$ cat src/rtl/spi_flash_arbiter.sv
// Two-port round-robin read arbiter in front of a single XIP SPI flash word reader.
// Optional per-port hit buffer enabled by defining SPIFLASH_ARB_HITBUF_EN.
module spi_flash_arbiter #(
    parameter int ADDR_W = 22
) (
    input  logic              clk,
    input  logic              resetq,
    // instruction-fetch port
    input  logic              i_rstrb,
    input  logic [ADDR_W-1:0] i_addr,
    output logic [31:0]       i_rdata,
    output logic              i_rbusy,
    // data-load port
    input  logic              d_rstrb,
    input  logic [ADDR_W-1:0] d_addr,
    output logic [31:0]       d_rdata,
    output logic              d_rbusy,
    // flash reader side
    output logic              f_rstrb,
    output logic [ADDR_W-1:0] f_word_address,
    input  logic [31:0]       f_rdata,
    input  logic              f_rbusy,
    // debug view of the sequencer state
    output logic [1:0]        dbg_state
);

    // Handshake: a port strobe is accepted only while that port has nothing
    // pending; rbusy stays high from the cycle after acceptance until the cycle
    // after the flash word has been captured into the port's rdata register.
    typedef enum logic [1:0] {
        S_IDLE  = 2'd0,
        S_ISSUE = 2'd1,
        S_WAIT  = 2'd2
    } state_t;

    localparam logic PORT_I = 1'b0;
    localparam logic PORT_D = 1'b1;

    state_t            state_q, state_d;
    logic              grant_q, grant_d;
    logic              last_grant_q, last_grant_d;
    logic              i_pend_q, i_pend_d;
    logic              d_pend_q, d_pend_d;
    logic [ADDR_W-1:0] i_addr_q, i_addr_d;
    logic [ADDR_W-1:0] d_addr_q, d_addr_d;
    logic [31:0]       i_rdata_q, i_rdata_d;
    logic [31:0]       d_rdata_q, d_rdata_d;
    logic [ADDR_W-1:0] f_addr_q, f_addr_d;
    logic              i_hit, d_hit;

`ifdef SPIFLASH_ARB_HITBUF_EN
    logic [ADDR_W-1:0] i_tag_q, i_tag_d;
    logic [ADDR_W-1:0] d_tag_q, d_tag_d;
    logic              i_tval_q, i_tval_d;
    logic              d_tval_q, d_tval_d;

    always_comb begin
        i_hit = i_tval_q && (i_addr == i_tag_q);
        d_hit = d_tval_q && (d_addr == d_tag_q);
    end
`else
    always_comb begin
        i_hit = 1'b0;
        d_hit = 1'b0;
    end
`endif

    always_comb begin
        state_d      = state_q;
        grant_d      = grant_q;
        last_grant_d = last_grant_q;
        i_pend_d     = i_pend_q;
        d_pend_d     = d_pend_q;
        i_addr_d     = i_addr_q;
        d_addr_d     = d_addr_q;
        i_rdata_d    = i_rdata_q;
        d_rdata_d    = d_rdata_q;
        f_addr_d     = f_addr_q;
`ifdef SPIFLASH_ARB_HITBUF_EN
        i_tag_d      = i_tag_q;
        d_tag_d      = d_tag_q;
        i_tval_d     = i_tval_q;
        d_tval_d     = d_tval_q;
`endif

        // A strobe while pending is a protocol violation and is dropped.
        if (i_rstrb && !i_pend_q && !i_hit) begin
            i_pend_d = 1'b1;
            i_addr_d = i_addr;
        end
        if (d_rstrb && !d_pend_q && !d_hit) begin
            d_pend_d = 1'b1;
            d_addr_d = d_addr;
        end

        case (state_q)
            S_IDLE: begin
                // f_rbusy gate also covers a stale transfer surviving our reset.
                if (!f_rbusy && (i_pend_q || d_pend_q)) begin
                    if (i_pend_q && d_pend_q) begin
                        grant_d = (last_grant_q == PORT_I) ? PORT_D : PORT_I;
                    end else begin
                        grant_d = d_pend_q ? PORT_D : PORT_I;
                    end
                    f_addr_d = (grant_d == PORT_D) ? d_addr_q : i_addr_q;
                    state_d  = S_ISSUE;
                end
            end
            S_ISSUE: begin
                state_d = S_WAIT;
            end
            S_WAIT: begin
                if (!f_rbusy) begin
                    if (grant_q == PORT_D) begin
                        d_rdata_d = f_rdata;
                        d_pend_d  = 1'b0;
`ifdef SPIFLASH_ARB_HITBUF_EN
                        d_tag_d   = d_addr_q;
                        d_tval_d  = 1'b1;
`endif
                    end else begin
                        i_rdata_d = f_rdata;
                        i_pend_d  = 1'b0;
`ifdef SPIFLASH_ARB_HITBUF_EN
                        i_tag_d   = i_addr_q;
                        i_tval_d  = 1'b1;
`endif
                    end
                    last_grant_d = grant_q;
                    state_d      = S_IDLE;
                end
            end
            default: begin
                state_d = S_IDLE;
            end
        endcase
    end

    always_ff @(posedge clk or negedge resetq) begin
        if (!resetq) begin
            state_q      <= S_IDLE;
            grant_q      <= PORT_I;
            last_grant_q <= PORT_I;
            i_pend_q     <= 1'b0;
            d_pend_q     <= 1'b0;
            i_addr_q     <= '0;
            d_addr_q     <= '0;
            i_rdata_q    <= '0;
            d_rdata_q    <= '0;
            f_addr_q     <= '0;
        end else begin
            state_q      <= state_d;
            grant_q      <= grant_d;
            last_grant_q <= last_grant_d;
            i_pend_q     <= i_pend_d;
            d_pend_q     <= d_pend_d;
            i_addr_q     <= i_addr_d;
            d_addr_q     <= d_addr_d;
            i_rdata_q    <= i_rdata_d;
            d_rdata_q    <= d_rdata_d;
            f_addr_q     <= f_addr_d;
        end
    end

`ifdef SPIFLASH_ARB_HITBUF_EN
    // Flash is read-only, so tags are only ever invalidated by reset.
    always_ff @(posedge clk or negedge resetq) begin
        if (!resetq) begin
            i_tag_q  <= '0;
            d_tag_q  <= '0;
            i_tval_q <= 1'b0;
            d_tval_q <= 1'b0;
        end else begin
            i_tag_q  <= i_tag_d;
            d_tag_q  <= d_tag_d;
            i_tval_q <= i_tval_d;
            d_tval_q <= d_tval_d;
        end
    end
`endif

    assign i_rdata        = i_rdata_q;
    assign d_rdata        = d_rdata_q;
    assign i_rbusy        = i_pend_q;
    assign d_rbusy        = d_pend_q;
    assign f_rstrb        = (state_q == S_ISSUE);
    assign f_word_address = f_addr_q;
    assign dbg_state      = state_q;

endmodule

$ cat config.mk
export PLATFORM = sky130hd
export DESIGN_NAME = spi_flash_arbiter
export DESIGN_NICKNAME = d
export VERILOG_FILES = /design/src/rtl/spi_flash_arbiter.sv
export SDC_FILE = /design/constraint.sdc
export NUM_CORES = 1
export LEC_CHECK = 0
export BUFFER_PORTS_ARGS = -buffer_cell sky130_fd_sc_hd__clkbuf_2
export CAP_MARGIN = 20
export CORE_UTILIZATION = 56
export CTS_BUF_LIST = sky130_fd_sc_hd__clkbuf_4
export DETAILED_ROUTE_END_ITERATION = 10
export GPL_ROUTABILITY_DRIVEN = 0
export MAX_ROUTING_LAYER = met4
export PLACE_DENSITY = 0.95
export SLEW_MARGIN = 0
export SYNTH_ARGS = -nofsm -noshare
export SYNTH_HDL_FRONTEND = slang
export SYNTH_SLANG_ARGS = --single-unit
$ cat constraint.sdc
create_clock -name clk -period 4.35 [get_ports clk]
set_clock_uncertainty 0.15 [all_clocks]
set_input_delay 0.435 -clock clk [delete_from_list [all_inputs] [get_ports clk]]
set_output_delay 0.435 -clock clk [all_outputs]
set_load 0.02 [all_outputs]
## After elaboration in Yosys (flattened, before gate mapping)

Index checks and enable logic that the tools add are counted.

- Register bits: 136
- Input port bits: 81
- Output and inout bits: 91
- Logic and storage cells: 47

- Equality and inequality tests: 4
- Muxes and demuxes: 17
- Bitwise operators: 2
- Reductions and logical operators: 14

Operators by type and width:

| cell | number |
|---|---|
| two-way mux 22 bit | 1 |
| two-way mux 1 bit | 13 |
| case mux 2 bit (3 select lines) | 1 |
| AND reduction 2 bit | 3 |
| AND reduction 3 bit | 2 |
| logical AND 1 bit | 4 |
| two-way mux 2 bit | 2 |
| inequality test 2 bit (second input constant) | 2 |
| logical NOT 1 bit | 3 |
| == test 2 x 1 -> 1 bit (second input constant) | 1 |
| == test 2 bit (second input constant) | 1 |
| logical NOT 2 bit | 1 |
| NOT 1 bit | 2 |
| logical OR 1 bit | 1 |

## Depth between registers and ports, before layout

Gate-level depths: netlist of run 1.

- Word-level depth: 6
- Depth in mapped cells: 4
- Mapped depth without buffers: 3

## Worst setup path after synthesis of run 1

No wires, ideal clock.

- Path kind: reg2reg
- Start point: register state_q[1], in the netlist dbg_state[1]
- End point: register d_rdata_q[10], in the netlist d_rdata[10]
- Library setup time: 125 ps
- Arrival: 1589 ps
- Data required time: 4075 ps
- Setup slack: 2486 ps
- Stages on the path, launching flop included: 5
- Buffers on the path: 1
- Period minus slack after synthesis: 1864 ps
- Path through: dfrtp_1 > or3b_4 > nor2_8 > buf_6 > mux2_2

- Longest elaborated chain between the ends: 2

Ends and longest elaborated chain:

| what | RTL line | RTL |
|---|---|---|
| start: declaration | 39 | `state_t state_q, state_d;` |
| start signal: assignment | 152 | `state_q <= state_d;` |
| == test 2 bit | 96 | `case (state_q)` |
| AND reduction 3 bit (no source line) | -- |  |
| end signal: assignment | 160 | `d_rdata_q <= d_rdata_d;` |
| end: declaration | 47 | `logic [31:0] d_rdata_q, d_rdata_d;` |

No other way between the ends.
A chain may end at the register's enable or synchronous reset.

## Worst setup path after layout of run 1

- Start point: register state_q[0], in the netlist dbg_state[0]
- End point: register f_addr_q[16], in the netlist f_word_address[16]

- Longest elaborated chain between the ends: 2

Ends and longest elaborated chain:

| what | RTL line | RTL |
|---|---|---|
| logical NOT 2 bit | 96 |  |
| AND reduction 2 bit (no source line) | -- |  |
| end signal: assignment | 161 | `f_addr_q <= f_addr_d;` |
| end: declaration | 48 | `logic [ADDR_W-1:0] f_addr_q, f_addr_d;` |

No other way between the ends.

==> results.yml, run 1 <==
sta:
  period_share: 0.5498
  max_slew.worst_pin.slew_ns: 1.012
  maxSlewViolCount: 0
  slew_headroom: 0.3256
  setup_slack_ns: 1.959
  grt_setup_unrepaired: "no"
  fmaxAchievable_ghz: 0.4182
  fin_crit_ns: 2.391
  tns_ns: 0
  setup_violations: 0
  hold_viol_final: 0
layout:
  stdcell_count: 698
  final_common_cell: "clkbuf_2"
  drive_gt1_frac: 0.5349
  final_cell_mix: "clkbuf_2, dfrtp_1, mux2_2, dlygate4sd3_1"
  nets: 655
  num_antenna_cells: 0
  final_cell_area_um2: 7232
  num-fill-cells: 532
  area_growth_syn_to_layout_pct: 36.68
cts:
  htree_levels: 4
  cts_tree: "yes"
  post_cts_buffers: 0
  clock_latency_ns: 0.51
  cts-resized-gates: 0
  cts_buffers: 17
  cts_root_buffer: "clkbuf_4"
  cts_sinks: 136
  clockBufferDepth: 2
  cts.reportedPaths.clkPinSlew_ns: 0.13
route:
  wire_per_inst_um: 20.07
  final_antenna_net_count: 0
  wl_um: 14010
  vias_per_cell: 5.645
  drc: 0
  via_count: 3940
  detail_route.iter0.violations: 113
  dr.pass1.iters: 6
global_routing:
  globalRouteMet2Util: 0.5091
  antenna_found_initial: 0
  track_usage: 0.2947
  met3_usage: 0.07730
  grt_pass1_wl_um: 21180
  top_usage_layer: "met2"
  first_global_vias: 4247
  overflow: 0
  grt_max_degree: 72
  grt_use_met1: 0.3306
yosys:
  syn_nets: 409
  ys_seq_area_frac: 0.6432
  ys_seq_elements: 136
  yosys.area.top_type_share: 0.6432
  yosysTopAreaCell: "dfrtp_1"
  synth_cells: 328
  syn_avg_cell_area_um2: 16.13
  synth_cell_types: 21
  synth_area_um2: 5291
  synth_area_leaders: "dfrtp_1, mux2_2, a2bb2oi_1, o32ai_1, mux2_1"
  synth-warning-count: 0
floorplan:
  ios: 172
  start_util: 0.5754
  dieArea_um2: 9842
  die_h_um: 99.21
  die_x_um: 99.21
  rows: 35
  core_um2: 9196
place:
  dp_slack_ns: 1.983
  dp.cells: 593
  placed_area_um2: 6211
  dp_hpwl_um: 8010
  io_buffers: 171
worst_setup_path:
  end_kind: "flop"
  worst_setup_path_start_kind: "flop"
  crit_fanout: 24
  crit_type: "reg2reg"
  cp_data_arrival_time_ns: 2.66
  cp.required_ns: 4.62
power:
  ir_drop_mv: 0.4546
  power.leakage_uw: 0.003424
  p_per_area_nw_per_um2: 752.7
run_status:
  status: "finished clean"
worst_hold_path:
  min-delay-path-class: "in2reg"
run:
  maxCapViolCount: 0
[flip-flops by register name, summed over array words and instances, names as in the netlist]
name,cells
d_addr_q,22
i_rbusy,1
grant_q,1
i_addr_q,22
d_rbusy,1
dbg_state,2
last_grant_q,1
i_rdata,32
d_rdata,32
f_word_address,22
[critical path: stages (launching register included)]
cell,delay [ns]
dfrtp_1,0.45
nor3_2,0.22
buf_4,0.31
o21a_1,0.85
a2bb2oi_1,0.30
[worst paths after layout]
kind / startpoint / end / slack (ns) / cells past startpoint
max reg2reg: dbg_state[0]$_DFFE_PN0P_ / f_word_address[16]$_DFFE_PN0P_ / 1.96 / 4
min in group asynchronous: resetq / f_word_address[15]$_DFFE_PN0P_ / 0.43 / 2
min: d_addr[11] / d_addr_q[11]$_DFFE_PN0P_ / 0.03 / 2
min reg2reg: d_rdata[3]$_DFFE_PN0P_ / d_rdata[3]$_DFFE_PN0P_ / 0.35 / 1
max in group asynchronous: resetq / d_rdata[22]$_DFFE_PN0P_ / 2.75 / 3
max: dbg_state[0]$_DFFE_PN0P_ / f_word_address[16]$_DFFE_PN0P_ / 1.96 / 4
[metrics by stage]
stage | hold slack, ns | power [uW] | util
2_1_floorplan | -0.01059 | 3738 | -
3_3_place_gp | 0.3176 | 4390 | 0.6737
3_5_place_dp | 0.3256 | 4512 | 0.6754
4_1_cts | 0.0003242 | 5379 | 0.7663
5_1_grt | -0.01577 | 5717 | 0.7864
6_report | 0.02914 | 5443 | 0.7864
[cell usage after synthesis]
master     number
nor3_2          1
nor2_8          2
mux2i_1         1
nor2_1          4
a21o_1          1
inv_1           2
clkbuf_1        8
or3b_4          1
mux2_1          9
nand2b_1        1
nor2b_1         3
a21bo_2         1
mux2_2         99
and2b_1         1
o32ai_1        22
o21a_1          1
a2bb2oi_1      22
buf_2           6
dfrtp_1       136
buf_6           6
nand3b_1        1
[repair_timing]
action                                 4_1_cts  5_1_grt
hold buffers                                55       17
endpoints found under the hold margin      133       21
setup endpoints to repair                    0        0
[logic make-up (layout without fill, tap and decap cells)]
group / after synthesis / count (layout) / synth area share
flip-flops: 136 / 136 / 0.6432
multiplexers: 109 / 109 / 0.2317
AO/OA/AOI/OAI: 47 / 47 / 0.07756
buffers and inverters: 22 / 281 / 0.02554
AND/OR/NAND/NOR: 14 / 14 / 0.02199
[routing by layer]
layer,vias to the layer above,part of all wire
met5,-,0
met4,0,0.032
met3,47,0.073
met2,204,0.53
met1,1981,0.37
li1,1708,-
[where the power goes]
group          total [uW]  switching [uW]  leakage, uW  internal, uW
logic                2320            1290      0.00166          1030
registers            2290             402      0.00161          1890
clock network         835             484     0.000149           351
[layout make-up]
class	instances	area, um2	share of cell area
Timing Repair Buffer	247	1637	0.2263
Multi-Input combinational cell	170	1760	0.2434
Clock buffer	18	135.1	0.01869
Clock inverter	14	150.1	0.02076
Sequential cell	136	3403	0.4706
Tap cell	111	138.9	0.01920
Inverter	2	7.507	0.001038
Note: power is estimated with default switching activity, not from simulation.
==> inputs of run 2 (changes only) <==
- CORE_UTILIZATION: 56 -> 47
- PLACE_DENSITY: 0.95 -> 0.86
- clock period: 4.35 -> 1.95 ns (I/O delays scaled with it)
==> results.yml, run 2 (synthesis gave the netlist of run 1 again) <==
floorplan:
  core_um2: 10890
  die_h_um: 108.1
  ios: 172
  die_x_um: 108.1
  dieArea_um2: 11690
  start_util: 0.4860
  rows: 38
place:
  dp_hpwl_um: 8232
  io_buffers: 171
  dp_slack_ns: 0.06646
  placed_area_um2: 6397
route:
  wl_met3_um: 825
  final_antenna_net_count: 0
  drc: 0
  wire_per_inst_um: 18.49
  dr.pass1.iters: 4
  wl_met2_um: 7107
  via_count: 3970
  vias_per_cell: 5.329
  detail_route.iter0.violations: 290
  top_layer: "met4"
  wl_um: 13770
  wl_met1_um: 5458
global_routing:
  grt_max_degree: 47
  first_global_vias: 4429
  grt_pass1_wl_um: 21550
  antenna_found_initial: 0
  overflow: 0
  track_usage: 0.2568
cts:
  htree_levels: 4
  cts_root_buffer: "clkbuf_4"
  clockBufferDepth: 2
  cts_tree: "yes"
  clock_latency_ns: 0.54
  cts_sinks: 136
  post_cts_buffers: 0
  cts.reportedPaths.clkPinSlew_ns: 0.11
  cts_buffers: 17
worst_setup_path:
  path_delay_family: "simple AND/OR/NAND/NOR gates"
  crit_fanout: 17
  reg2reg_depth: 4
  worst_setup_path_start_kind: "flop"
  cp_data_arrival_time_ns: 2.15
  crit_type: "reg2reg"
  crit_chain: "or3b_4 > nor2_8 > clkbuf_16 > mux2_2"
  end_kind: "flop"
  path_depth: 4
  r2r_slack_ns: 0.08
  cp.required_ns: 2.23
  max_stage_delay_ns: 0.48
  slowest_stage: "or3b_4"
  critPathBufInv: 1
sta:
  period_share: 0.9603
  fin_crit_ns: 1.873
  fmaxAchievable_ghz: 0.5340
  tns_ns: 0
  max_slew.worst_pin.slew_ns: 0.6180
  maxSlewViolCount: 0
  setup_slack_ns: 0.07747
  setup_violations: 0
  slew_headroom: 0.5871
  hold_viol_final: 0
  grt_setup_unrepaired: "no"
power:
  p_int_uw: 7199
  comb_power_share: 0.450
  clock_power_share: 0.125
  p_per_area_nw_per_um2: 1592
  ir_drop_mv: 0.9222
  switchingPower_uw: 4664
  switching_share: 0.3932
  total_power_uw: 11860
  p_seq_frac: 0.426
  power.leakage_uw: 0.003529
layout:
  final_cell_mix: "clkbuf_2, dfrtp_1, mux2_2, dlygate4sd3_1, clkbuf_4"
  final_common_cell: "clkbuf_2"
  area_growth_syn_to_layout_pct: 40.84
  nets: 675
  drive_gt1_frac: 0.5306
  final_cell_area_um2: 7452
  num_antenna_cells: 0
worst_hold_path:
  min-delay-path-class: "in2async"
run:
  maxCapViolCount: 0
run_status:
  status: "finished clean"
[run 2: changes by cell type in the layout (fill, tap and decap cells not counted), sizes merged]
| cell | delta |
|---|---|
| buf | +11 |
| bufinv | -2 |
| clkbuf | +6 |
| clkinvlp | -3 |
| dlygate4sd3 | +8 |
| inv | -2 |
[run 2: area by class of cell]
type / instances / area (um2)
fill: 738 / 3436
sequential: 136 / 3403
timing repair buffer: 267 / 1897
multi-input combinational: 170 / 1765
tap: 140 / 175.2
clock buffer: 23 / 172.7
clock inverter: 7 / 31.28
inverter: 2 / 7.507
[run 2: final timing paths]
check	start	endpoint
hold / removal	resetq	i_addr_q[8]$_DFFE_PN0P_
setup / recovery	dbg_state[0]$_DFFE_PN0P_	d_rdata[28]$_DFFE_PN0P_
hold reg to reg	d_rdata[12]$_DFFE_PN0P_	d_rdata[12]$_DFFE_PN0P_
max in group asynchronous	resetq	i_rdata[9]$_DFFE_PN0P_
min in group clk	d_addr[18]	d_addr_q[18]$_DFFE_PN0P_
setup reg to reg	dbg_state[0]$_DFFE_PN0P_	d_rdata[28]$_DFFE_PN0P_
[run 2: layer usage]
layer  track usage  vias up
met4        0.1282        0
met2        0.4240      173
li1              -     1756
met1        0.2905     2009
met3       0.06389       32
met5             -        -
[run 2: stage by stage]
stage,cells,util,hold slack [ns]
after detailed placement,633,0.5876,0.03453
after CTS,744,0.6817,0.05817
after global placement,633,0.5876,0.02306
after floorplan,328,-,-0.2506
after global routing,745,0.6844,0.08267
final,745,0.6844,0.1071
[run 2: tightest hold or removal path, delay by kind of cell]
kind | cells | cell delay (ns)
buffers and inverters | 3 | 0.97
[run 2: timing repair]
action	in CTS	in global routing
hold buffers	81	0
hold endpoints to repair	249	0
resized for setup	0	1
setup endpoints to repair	0	9
[run 2: power by group through the flow]
stage / combinational (uW) / clock, uW / sequential, uW
finish: 5330 / 1480 / 5050
floorplan: 2280 / 0 / 6060
CTS: 5260 / 1540 / 5020
global placement: 4940 / 0 / 4960
detailed placement: 5130 / 0 / 5070
global route: 5670 / 1640 / 5210
